### config.mk
export PLATFORM = sky130hd
export DESIGN_NAME = cic_pdm_decim
export DESIGN_NICKNAME = d
export VERILOG_FILES = /design/src/rtl/cic_pdm_pkg.sv /design/src/rtl/cic_out_reg.sv /design/src/rtl/cic_pdm_decim.sv
export SDC_FILE = /design/constraint.sdc
export NUM_CORES = 1
export LEC_CHECK = 0
export CAP_MARGIN = 40
export CELL_PAD_IN_SITES_DETAIL_PLACEMENT = 1
export CELL_PAD_IN_SITES_GLOBAL_PLACEMENT = 1
export CORE_MARGIN = 4
export CORE_UTILIZATION = 49
export CTS_BUF_LIST = sky130_fd_sc_hd__clkbuf_4 sky130_fd_sc_hd__clkbuf_8
export CTS_CLUSTER_DIAMETER = 60
export DETAILED_ROUTE_END_ITERATION = 7
export GPL_TIMING_DRIVEN = 0
export PLACE_DENSITY = 0.86
export SYNTH_ARGS = -nofsm -noshare
export SYNTH_HDL_FRONTEND = slang
export SYNTH_HIERARCHICAL = 1
export SYNTH_SLANG_ARGS = --single-unit
### constraint.sdc
create_clock -name clk -period 8 [get_ports clk]
set_clock_uncertainty 0.15 [all_clocks]
set_input_delay 1.6 -clock clk [delete_from_list [all_inputs] [get_ports clk]]
set_output_delay 1.6 -clock clk [all_outputs]
set_load 0.1 [all_outputs]
### src/rtl/cic_pdm_pkg.sv
// cic_pdm_pkg: width derivation, parameter range checks and output scaling
// shared by the PDM CIC decimator.
package cic_pdm_pkg;
   localparam int MAX_ACC_W = 42;
   localparam int MAX_OUT_W = 24;

   function automatic int acc_w_of(input int stages, input int decim_log2);
      return stages * decim_log2 + 2;
   endfunction

   function automatic int sh_w_of(input int acc_w);
      return $clog2(acc_w);
   endfunction

   function automatic bit params_ok(input int stages, input int decim_log2, input int out_w);
      return stages >= 1 && stages <= 5 && decim_log2 >= 2 && decim_log2 <= 8 &&
             out_w >= 8 && out_w <= 24;
   endfunction

   // Arithmetic shift, then clamp to the signed range of an out_w-bit word.
   function automatic logic signed [MAX_OUT_W-1:0] sat_shift(input logic signed [MAX_ACC_W-1:0] v,
                                                              input int sh, input int out_w);
      logic signed [MAX_ACC_W-1:0] s, hi, lo;
      s  = v >>> sh;
      hi = MAX_ACC_W'((64'sd1 <<< (out_w - 1)) - 64'sd1);
      lo = ~hi;
      return (s > hi) ? hi[MAX_OUT_W-1:0] : (s < lo) ? lo[MAX_OUT_W-1:0] : s[MAX_OUT_W-1:0];
   endfunction
endpackage

### src/rtl/cic_out_reg.sv
// cic_out_reg: PCM output word register with valid/ready handshake and
// sticky overrun flag; all outputs are registered.
module cic_out_reg
   import cic_pdm_pkg::*;
#(
   parameter int OUT_W = 16
) (
   input  logic                    clk,
   input  logic                    rst_n,
   input  logic                    load,
   input  logic signed [OUT_W-1:0] din,
   input  logic                    pcm_ready,
   input  logic                    clear_overrun,
   output logic signed [OUT_W-1:0] pcm_out,
   output logic                    pcm_valid,
   output logic                    overrun
);
   always_ff @(posedge clk)
      if (!rst_n) begin
         pcm_out   <= '0;
         pcm_valid <= 1'b0;
         overrun   <= 1'b0;
      end else begin
         pcm_out   <= load ? din : pcm_out;
         pcm_valid <= load || (pcm_valid && !pcm_ready);
         // a set in the same cycle as clear_overrun takes priority
         overrun   <= (load && pcm_valid && !pcm_ready) || (overrun && !clear_overrun);
      end
endmodule

### src/rtl/cic_pdm_decim.sv
// cic_pdm_decim: N-stage CIC decimator turning a 1-bit PDM stream into
// saturated signed PCM words with a valid/ready output.
module cic_pdm_decim
   import cic_pdm_pkg::*;
#(
   parameter  int STAGES     = 3,
   parameter  int DECIM_LOG2 = 6,
   parameter  int OUT_W      = 16,
   localparam int ACC_W      = acc_w_of(STAGES, DECIM_LOG2),
   localparam int SH_W       = sh_w_of(ACC_W)
) (
   input  logic                    clk,
   input  logic                    rst_n,
   input  logic                    en,
   input  logic                    pdm_in,
   input  logic [SH_W-1:0]         shift,
   output logic signed [OUT_W-1:0] pcm_out,
   output logic                    pcm_valid,
   input  logic                    pcm_ready,
   output logic                    overrun,
   input  logic                    clear_overrun
);
   localparam logic [DECIM_LOG2-1:0] CNT_MAX = '1;

   logic [ACC_W-1:0]      integ    [STAGES];
   logic [ACC_W-1:0]      integ_in [STAGES];
   logic [ACC_W-1:0]      dly      [STAGES];
   logic [ACC_W-1:0]      cmb      [STAGES];
   logic [ACC_W-1:0]      cmb_in   [STAGES];
   logic [DECIM_LOG2-1:0] cnt;
   logic                  strobe;
   logic signed [OUT_W-1:0] y;

   if (!params_ok(STAGES, DECIM_LOG2, OUT_W)) begin : g_bad_params
      $error("cic_pdm_decim: parameter out of range");
   end

   assign strobe      = en && cnt == CNT_MAX;
   assign integ_in[0] = pdm_in ? ACC_W'(1) : '1;
   assign cmb_in[0]   = integ[STAGES-1];

   always_ff @(posedge clk)
      cnt <= !rst_n ? '0 : en ? cnt + 1'b1 : cnt;

   // Registered cascade: every stage adds its predecessor's previous value.
   for (genvar i = 0; i < STAGES; i++) begin : g_stage
      if (i > 0) begin : g_link
         assign integ_in[i] = integ[i-1];
         assign cmb_in[i]   = cmb[i-1];
      end
      assign cmb[i] = cmb_in[i] - dly[i];
      always_ff @(posedge clk)
         if (!rst_n) begin
            integ[i] <= '0;
            dly[i]   <= '0;
         end else begin
            integ[i] <= en ? integ[i] + integ_in[i] : integ[i];
            dly[i]   <= strobe ? cmb_in[i] : dly[i];
         end
   end

   assign y = OUT_W'(sat_shift(MAX_ACC_W'($signed(cmb[STAGES-1])), int'(shift), OUT_W));

   cic_out_reg #(.OUT_W(OUT_W)) u_out (
      .clk           (clk),
      .rst_n         (rst_n),
      .load          (strobe),
      .din           (y),
      .pcm_ready     (pcm_ready),
      .clear_overrun (clear_overrun),
      .pcm_out       (pcm_out),
      .pcm_valid     (pcm_valid),
      .overrun       (overrun)
   );
endmodule

---- Word level (Yosys, flattened, before mapping) ----
Memories as Yosys holds them, arrays and structs flattened.
Cells that the tools add are included.
operators by class
  eq/ne operators ......................... 1
  div/mod/pow operators ................... 0
  add/subtract/negate cells ............... 7
  multipliers ............................. 0
  bitwise logic cells ..................... 6
  mux-type cells .......................... 17
  reductions and logical operators ........ 9
  shift-type cells ........................ 1
  order comparisons ....................... 2
operators by type and width
  kind                                                             count
  two-way mux 20 bit                                               13
  adder 20 bit                                                     3
  subtractor 20 bit                                                3
  greater-than comparator 42 x 16 -> 1 bit, second input constant  1
  less-than comparator 42 x 16 -> 1 bit, second input constant     1
  >>> shifter 20 x 5 -> 42 bit                                     1
  two-way mux 16 bit                                               2
  adder 6 x 1 -> 6 bit, second input constant                      1
  equality test 6 bit, second input constant                       1
  bitwise OR 1 bit                                                 6
  logical AND 1 bit                                                5
  logical NOT 1 bit                                                2
  logical OR 1 bit                                                 2
  two-way mux 1 bit                                                2
word-level totals
  memories ................................ 2
  bits of input ports ..................... 11
  latch bits .............................. 0
  output and inout port bits .............. 18
  memory bits (read-only) ................. 0
  register bits ........................... 24
  bits in writable memories ............... 120
  word-level logic and storage cells ...... 49
memory list
  memory  words  bits a word  rd ports  clocked after memory_dff  wr ports  line                 RTL
  dly     3      20           3         0                         3         cic_pdm_decim.sv:27  logic [ACC_W-1:0] dly [STAGES];
  integ   3      20           3         0                         3         cic_pdm_decim.sv:25  logic [ACC_W-1:0] integ [STAGES];

---- Logic depth before layout (Yosys ltp) ----
  depth in word-level cells ............... 7
  mapped depth ............................ 34
  depth with buffers taken out ............ 32

---- Cells and area by module ----
Netlist, hierarchy kept.
modules (own cells, without submodules)
  module         times used  seq. area each (um2)  area an instance (um2)  cells an instance
  cic_pdm_decim  1           2,522.4               11,333.4                1,452
  cic_out_reg    1           360.3                 688.2                   57

---- Least setup slack after synthesis ----
Ideal clock, no wire load.
  path kind ............................... flip-flop to flip-flop
  start point ............................. memory integ[2][0] (netlist bit)
  end point ............................... register u_out.pcm_out[13]
  path buffers ............................ 2
  library setup time ...................... 0.114 ns
  stages on the path, launching flop included .. 33
  slack ................................... 1.613 ns
  required time ........................... 7.736 ns
  arrival time ............................ 6.123 ns
  period minus slack after synthesis ...... 6.387 ns
  path through ............................ dfxtp_1 inv_1 ha_1 fa_1 nor2b_1 o21a_1 o21ai_0 a211oi_1 or2_2 nor2_1 xnor2_1 ha_1 buf_2 nand2_1 a2111oi_0 nor3_1 nor3_1 xnor2_1 ha_1 a21o_1 nor2_1 nand4_1 a31o_1 a21oi_1 xnor2_1 xnor2_4 inv_4 a21oi_1 o311ai_4 buf_6 a21o_1 mux2i_1 and2b_1
RTL lines
  what                  line                 RTL
  start, declared       cic_pdm_decim.sv:25
  end signal, assigned  cic_out_reg.sv:24    pcm_out <= load ? din : pcm_out;
  end, declared         cic_out_reg.sv:14    output logic signed [OUT_W-1:0] pcm_out,

==> impl_metrics.tcl <==
set metrics [dict create \
    grt_max_degree 21 \
    post-route-period-util_pct 96.9 \
    drt_wl_total_microns 36900 \
    diodes 0 \
    cap_viol_max_count 0 \
    hp-class "reg2reg" \
    synth_top_cell_by_area "dfxtp_1" \
    drt_iter0_drc 577 \
    critPathTopFamily "compound AO/OA/AOI/OAI gates" \
    synthTopCellsByArea "dfxtp_1, ha_1, mux2i_1" \
    syn_area_per_cell_sq_um 7.97 \
    layout-drive-gt1-share_pct 6.74 \
    numCtsBuffers 17 \
    clock_path_buffers 2 \
    cts.htree.levels 4 \
    crit_required_ns 8.19 \
    fin_crit_ns 7.76 \
    antenna_found_initial 0 \
    wire_per_inst_microns 19.3 \
    ant_nets 0 \
    area_growth_pct 12.6 \
    synth_area_sq_um 12000 \
    max_stage_delay_ns 0.44 \
    postCtsHoldBufs 0 \
    path_common_cell "a21oi_1" \
    grt_usage_pct 27.1 \
    ys_seq_area_share_pct 24.0 \
    stdcell_count 1912 \
    worst-path-buf-inv 2 \
    via_count 11300 \
    synth_edf_count 0 \
    whs_ns 0.315 \
    setup_violations 0 \
    rows 57 \
    core_sq_um 24200 \
    clk_pin_slew_ns 0.09 \
    start_kind "flop" \
    die_h_microns 165 \
    via_per_inst 5.93 \
    worstSetupPathType "reg2reg" \
    dp.cells 1879 \
    cts.sinks 144 \
    dieArea_sq_um 27100 \
    ys.flop_type "dfxtp_1" \
    final_nets 1707 \
    pin_count 29 \
    firstDrtPassIters 5 \
    status "complete, no violations" \
    async_reset_ff_share_pct 0 \
    io_buffers 27 \
    hold_viol_final 0 \
    syn_inst 1509 \
    arrival_ns 7.95 \
    place.gp.congestion 0.905 \
    clock-root-buffer "clkbuf_8" \
    critPathMaxFanout 10 \
    final_util_pct 55.8 \
    clkLatencyLatePin_ns 0.46 \
    critPathSlowestCell "dfxtp_1" \
    max_freq_mhz 129 \
    slew_violations 0 \
    end_kind "flop" \
    grt_pass1_wl_microns 59900 \
    drc_errors 0 \
    ys_types 77 \
    yosys_warnings 6 \
    cts_tree "done" \
    yosys.area.top_type_share_pct 24.0 \
    die_w_microns 165 \
    place.detailed.hpwl_microns 27900 \
    slew_headroom_pct 39.5 \
    overflow 0 \
    start_util_pct 49.6 \
    worstMarginPinSlew_ns 0.896 \
    syn_nets 1640 \
    synth_seq_cells 144 \
    grt_pass1_vias 12200 \
]
[path summary, 6_finish.rpt]
path	startpoint	to	slack [ns]	cells past startpoint
setup / recovery	integ[2][1]	u_out/pcm_out[11]	0.24	29
hold / removal	dly[1][4]	dly[1][4]	0.31	2
setup reg to reg	integ[2][1]	u_out/pcm_out[11]	0.24	29
hold reg to reg	dly[1][4]	dly[1][4]	0.31	2
[final cells by class]
| cell class | count | area (sq um) |
|---|---|---|
| timing repair buffer | 48 | 604 |
| multi-input combinational | 1212 | 8600 |
| tap | 324 | 405 |
| clock buffer | 19 | 262 |
| fill | 2994 | 10700 |
| inverter | 97 | 367 |
| buffer | 56 | 251 |
| sequential | 144 | 2880 |
| clock inverter | 12 | 160 |
[metrics by stage]
step	setup TNS, ns	area (sq um)	setup slack (ns)
global placement	0	12700	0.393
floorplan	0	12000	1.61
global route	-0.0155	13500	-0.0155
finish	0	13500	0.245
detailed placement	0	13000	0.0676
CTS	0	13400	0.166
[kinds of logic after synthesis]
family	after synthesis	share of synthesized area, %
adder cells (fa/ha/maj)	120	12.9
multiplexers	81	6.94
AND/OR/NAND/NOR	505	19.9
AO/OA/AOI/OAI	408	23.8
XOR/XNOR	98	7.42
flip-flops	144	24.0
buffers and inverters	153	5.14
[state kept, by name, summed over array words and instances (netlist names)]
| name | flops |
|---|---|
| dly | 60 |
| u_out/overrun | 1 |
| u_out/pcm_out | 16 |
| integ | 60 |
| cnt | 6 |
| u_out/pcm_valid | 1 |
[Yosys cell counts, drive strengths merged, types with 37 or more instances]
library cell / number
nor2b: 81
o21ai: 63
xnor2: 66
a21oi: 89
dfxtp: 144
clkbuf: 43
a21o: 37
nand2: 187
mux2i: 71
a21boi: 57
nor2: 96
ha: 114
inv: 96
[cell usage in the layout (no fill, tap or decap), drive strengths merged, types with 27 or more instances in the layout]
master	instances
a21boi	57
clkbuf	62
clkdlybuf4s50	27
o21ai	63
dfxtp	144
nor3	31
nand2	187
xnor2	66
nand3	33
mux2i	71
ha	114
buf	34
nor2b	81
nor2	96
a21oi	89
inv	97
a21o	37
xor2	32
[worst reg2reg max path, delay by kind of cell (launching register included)]
| kind | cells | cell delay (ns) |
|---|---|---|
| AO/OA/AOI/OAI | 13 | 3.39 |
| AND/OR/NAND/NOR | 7 | 1.33 |
| adder cells (fa/ha/maj) | 3 | 1.05 |
| XOR/XNOR | 3 | 0.77 |
| flip-flops | 1 | 0.44 |
| buffers and inverters | 2 | 0.28 |
| multiplexers | 1 | 0.25 |
[repair_timing]
| item | 4_1_cts | 5_1_grt |
|---|---|---|
| hold endpoints to repair | 0 | 0 |
| resized for setup | 1 | 16 |
| setup endpoints to repair | 2 | 14 |
| pin swaps | 0 | 1 |
| buffers inserted | 0 | 2 |
[per-layer routing]
metal	track usage (%)	wire length, microns
met4	10.2	1130
met2	50.0	19100
met3	4.07	1140
met1	31.5	15500
met5	0	0
Power is left out: the tool's default activity adds up to more than one toggle a clock period on the data nets, which glitch-free logic cannot reach.
==> RTL change 1, RTL diff (config.mk and constraints unchanged) <==
Set the parameter `STAGES` to 2 (it was 3).
--- a/src/rtl/cic_pdm_decim.sv
+++ b/src/rtl/cic_pdm_decim.sv
@@ -3,7 +3,7 @@
 module cic_pdm_decim
    import cic_pdm_pkg::*;
 #(
-   parameter  int STAGES     = 3,
+   parameter  int STAGES     = 2,
    parameter  int DECIM_LOG2 = 6,
    parameter  int OUT_W      = 16,
    localparam int ACC_W      = acc_w_of(STAGES, DECIM_LOG2),
Interface: changed (resized shift); port bits go from 29 to 28. The function was not compared with the original's and may differ.
==> RTL change 1 against the unedited design <==
  * Sequential cell count decreased by 64
  * Setup slack improved by 2200 ps
  * Routed wire length fell by 53%
  * Utilization up 1.4 points
  * Die area down 48%
  * Area after synthesis down 50%
  * Global-route usage is 2.0 points lower
  * Cell area fell by 49%
  * First-iteration DRC count is 67% lower
==> RTL change 1: results (changes against the unedited design) <==
placement:
  place.gp.congestion: 0.855  # -5.6%
  io_buffer_count: 25  # -7.4%
  dp_hpwl_mm: 13.7  # -51%
  dp_cells: 894  # -52%
synthesis:
  postSynthCellCount: 704  # -53%
  synthesis.nets: 770  # -53%
  synth_cell_types: 78  # +1.3%
  yosysSeqAreaShare_pct: 26.9  # +2.9 points
  synthTopCellsByArea: "dfxtp_1, ha_1, mux2i_1, nand2_1, xnor2_1"
  synthTopCellsByCount: "nand2_1, dfxtp_1, mux2i_1"
global_route:
  grt_max_degree: 15  # -29%
  grt_pass1_wl_mm: 28.8  # -52%
  first_global_vias: 5858  # -52%
  track_usage_pct: 25.1  # -2.0 points
cells_and_area:
  biggestRegsByFlops: "dly x28, integ x28, u_out/pcm_out x16"
  fill_cells: 1440  # -52%
  final_layout_size_suffix_gt1_share_pct: 7.35  # +0.61 points
  fin_nets: 824  # -52%
cts:
  cts_resized: 0  # -1
  cts_buffer_depth: 2  # unchanged
  cts-root-buf: "clkbuf_8"
  htree_levels: 3  # -1
  cts_buffers: 9  # -8
  clk_latency_ps: 370  # -90 ps
drt:
  vias: 5300  # -53%
  drt_iter0_drc: 188  # -67%
  wl_mm: 17.3  # -53%
  dr.pass1.iters: 4  # -1
  avgViaCountPerCell: 5.83  # -1.6%
sta:
  worst_pin_slew_ps: 799  # -97.2 ps
worst_setup_path:
  cp.arrival_ps: 5670  # -2280 ps
  critPathMaxFanout: 10  # unchanged
outcome:
  outcome: "complete, no violations"
floorplanning:
  row_count: 40  # -30%
RTL change 1: cell types whose count changed after synthesis, moves of 29 or more:
cell,delta
nand2_1,-102
nor2_1,-62
dfxtp_1,-64
ha_1,-62
o21ai_0,-44
inv_1,-48
nor2b_1,-38
nand3_1,-29
a21oi_1,-51
a21boi_0,-31
RTL change 1: kinds of logic (layout without fill, tap and decap cells):
family                   Yosys count  count (layout)  synth area share [%]
adder cells (fa/ha/maj)           56              56                  12.3
buffers and inverters             77             135                  5.35
multiplexers                      58              58                  9.99
AO/OA/AOI/OAI                    170             170                  20.5
AND/OR/NAND/NOR                  216             216                  17.9
flip-flops                        80              80                  26.9
XOR/XNOR                          47              47                  7.14
RTL change 1: routing by layer:
metal  share of wire (%)  up-vias  wire, um  track usage, %
li1                    -     2557         -               -
met1                  39     2595      6840            26.0
met2                  54       98      9310            48.4
met3                 2.7       50       461            4.74
met4                 4.2        0       725            11.5
met5                   0        -         0               0
RTL change 1: area by class of cell:
| cell class | count | share of cell area (%) |
|---|---|---|
| Timing Repair Buffer | 43 | 7.60 |
| Buffer | 29 | 2.03 |
| Clock inverter | 4 | 0.439 |
| Clock buffer | 11 | 2.21 |
| Tap cell | 147 | 2.69 |
| Multi-Input combinational cell | 547 | 59.0 |
| Sequential cell | 80 | 23.4 |
| Inverter | 48 | 2.63 |
RTL change 1: per-stage QoR:
stage | area, sq um | setup slack [ps]
2_1_floorplan | 5960 | 3520
3_3_place_gp | 6400 | 2960
3_5_place_dp | 6670 | 2640
4_1_cts | 6850 | 2460
5_1_grt | 6850 | 2140
6_report | 6850 | 2470
RTL change 1: worst paths after layout:
| check | startpoint | to | slack [ps] | depth (start not counted) |
|---|---|---|---|---|
| hold / removal | dly[0][8] | dly[0][8] | 320 | 2 |
| hold reg to reg | dly[0][8] | dly[0][8] | 320 | 2 |
| setup / recovery | integ[1][0] | u_out/pcm_out[8] | 2470 | 23 |
| setup reg to reg | integ[1][0] | u_out/pcm_out[8] | 2470 | 23 |
RTL change 1: worst max-delay path, cell delays in order (launching register included):
cell and delay (ps):
dfxtp_1 360, inv_1 90, ha_1 160, inv_1 60
fa_1 410, a21o_1 200, a21oi_1 260, o21ai_0 180
a221oi_1 420, o21bai_1 130, a21oi_1 190, xnor2_1 190
ha_1 350, a21oi_1 270, nand2_1 170, o31ai_4 360
xor2_1 220, xnor3_1 290, buf_4 200, a22oi_1 200
a31oi_1 140, o21ai_1 190, mux2i_1 100, nor2b_1 160
RTL change 1: report_power, final:
group / switching (W) / leakage [nW] / internal, W
Combinational: 0.000919 / 2.04 / 0.000609
Clock: 0.000152 / 0.0914 / 0.000128
Sequential: 0.0000291 / 0.649 / 0.000423
==> RTL change 2, RTL diff (same settings) <==
Without the edit above. Put a register stage on the output `overrun`, with the module's reset. The value now appears one clock later. The other outputs are not delayed to match. Comments in the files are not updated.
--- a/src/rtl/cic_pdm_decim.sv
+++ b/src/rtl/cic_pdm_decim.sv
@@ -21,6 +21,8 @@
    input  logic                    clear_overrun
 );
    localparam logic [DECIM_LOG2-1:0] CNT_MAX = '1;
+
+   logic overrun_d;
 
    logic [ACC_W-1:0]      integ    [STAGES];
    logic [ACC_W-1:0]      integ_in [STAGES];
@@ -70,7 +72,15 @@
       .clear_overrun (clear_overrun),
       .pcm_out       (pcm_out),
       .pcm_valid     (pcm_valid),
-      .overrun       (overrun)
+      .overrun       (overrun_d)
    );
+   always_ff @(posedge clk) begin
+       if (!rst_n) begin
+           overrun <= '0;
+       end else begin
+           overrun <= overrun_d;
+       end
+   end
+
 endmodule
 
Behaviour: no difference found for any inputs over 10 cycles, from zero or initial values and one cycle with rst_n low; that may be too few to reach the edited logic, so the function may still have changed.
==> RTL change 2 against the unedited design <==
  * Area after synthesis is 4.2% lower
  * Via count down 3.6%
  * Cell area down 5.0%
  * Hold slack got worse by 8.9 ps
  * Routed wire length shrank 7.1%
  * Sequential cell count is 1 higher
  * Setup slack better by 170 ps
  * Critical path depth rose by 2
  * Critical path type unchanged
  * Largest cell class unchanged
  * Highest routed layer unchanged
==> RTL change 2: results (changes against the unedited design) <==
outcome:
  outcome: "complete, no violations"
cts:
  cts_buffer_depth: 2  # unchanged
  cts_buffers: 17  # unchanged
  htree_levels: 4  # unchanged
  clk_pin_slew_ps: 100
  cts-root-buf: "clkbuf_8"
  post-cts-setup-buffers: 0  # unchanged
  clk_latency_ps: 480  # +20 ps
synthesis:
  synth_fa_ha_area_share_pct: 13.4  # +0.56 points
  synth_xor_area_share_pct: 7.13  # -0.30 points
  synthTopCellsByArea: "dfxtp_1, ha_1, a21oi_1, nand2_1, mux2i_1"
  muxShareOfSynthArea_pct: 6.31  # -0.63 points
  synth_compound_area_share_pct: 22.0  # -1.7 points
  synthTopCellsByCount: "nand2_1, a21oi_1, dfxtp_1"
  syn_area_per_cell_sq_um: 7.71  # -3.2%
  yosysSeqAreaShare_pct: 25.2  # +1.2 points
  synth_warnings: 6  # unchanged
  synth_cell_types: 81  # +5.2%
  synthArstFlopShare_pct: 0  # unchanged
  synthesis.nets: 1625  # -0.91%
drt:
  drt_iter0_drc: 551  # -4.5%
  vias: 10920  # -3.6%
  routedWlPerCell_um: 18.2  # -5.8%
  dr.pass1.iters: 4  # -1
  avgViaCountPerCell: 5.80  # -2.2%
worst_setup_path:
  cp.arrival_ps: 7850  # -100 ps
  cpPeakStageDelay_ps: 500  # +60 ps
  critPathMaxFanout: 10  # unchanged
  crit_slowest_cell: "xnor3_2"
cells_and_area:
  fill_cells: 2888  # -3.5%
  fin_nets: 1689  # -1.1%
  antenna-diode-count: 0  # unchanged
  biggestRegsByFlops: "dly x60, integ x60, u_out/pcm_out x16"
  final_layout_size_suffix_gt1_share_pct: 6.05  # -0.69 points
global_route:
  first_global_vias: 11647  # -4.8%
  grt_pass1_wl_mm: 56.8  # -5.1%
  antenna_found_initial: 0  # unchanged
  grt_max_degree: 20  # -4.8%
  track_usage_pct: 26.4  # -0.71 points
min_path:
  min_path_type: "flop to flop"
sta:
  hold_violations: 0  # unchanged
  relSlewSlack_pct: 41.4  # +1.9 points
placement:
  place.gp.congestion: 0.903  # -0.30%
  dp_hpwl_mm: 27.0  # -3.0%
  io_buffer_count: 27  # unchanged
  placed_area_sq_um: 12500  # -4.3%
  dp_cells: 1852  # -1.4%
power_and_ir_drop:
  p_leak_nw: 5.16
  ir_worst_vdd_v: 0.000322
-- RTL change 2: worst paths after layout --
path / from / end / slack [ps] / cells past startpoint
setup / recovery: integ[2][0] / u_out/pcm_out[0] / 420 / 31
hold reg to reg: dly[0][11] / dly[0][11] / 310 / 2
setup reg to reg: integ[2][0] / u_out/pcm_out[0] / 420 / 31
hold / removal: dly[0][11] / dly[0][11] / 310 / 2
-- RTL change 2: final cells by class --
cell class | count | area [sq um] | area share [%]
Timing Repair Buffer | 45 | 541 | 4.20
Sequential cell | 145 | 2900 | 22.6
Buffer | 56 | 241 | 1.88
Clock inverter | 13 | 129 | 1.00
Tap cell | 313 | 392 | 3.05
Inverter | 112 | 423 | 3.29
Multi-Input combinational cell | 1181 | 7980 | 62.1
Clock buffer | 19 | 249 | 1.94
-- RTL change 2: layer usage --
layer	up-vias	routed length [um]	track usage (%)	part of all wire [%]
li1	5397	-	-	-
met2	158	18300	50.9	53
met3	78	836	3.50	2.4
met5	-	0	0	0
met1	5287	14000	28.9	41
met4	0	1200	10.8	3.5
-- RTL change 2: per-stage QoR --
stage	setup slack, ps	power [W]	hold slack (ps)
after detailed placement	198	0.00550	297
after CTS	89.0	0.00612	308
after global routing	36.0	0.00672	322
after floorplan	1500	0.00437	278
final	416	0.00620	306
after global placement	497	0.00531	282
-- RTL change 2: timing repair --
| item | in CTS | in global routing |
|---|---|---|
| hold buffers | 0 | 0 |
| setup endpoints to repair | 0 | 15 |
| resized for setup | 0 | 9 |
-- RTL change 2: kinds of logic after synthesis --
family	Yosys count
multiplexers	66
AND/OR/NAND/NOR	501
flip-flops	145
AO/OA/AOI/OAI	402
adder cells (fa/ha/maj)	120
buffers and inverters	168
XOR/XNOR	92
-- RTL change 2: report_power, final --
part | switching [W] | total [W] | internal [W] | leakage, nW
combinational | 0.00291 | 0.00484 | 0.00193 | 3.79
sequential | 0.0000386 | 0.000796 | 0.000757 | 1.18
clock | 0.000310 | 0.000569 | 0.000258 | 0.194
-- RTL change 2: critical path, delay by kind of cell, from the launching register on --
family | cells | cell delay (ps)
flops | 1 | 360
mux | 1 | 160
fa+ha+maj | 4 | 1150
compound gates | 17 | 3720
buf+inv | 4 | 600
simple gates | 2 | 540
xor+xnor | 3 | 820
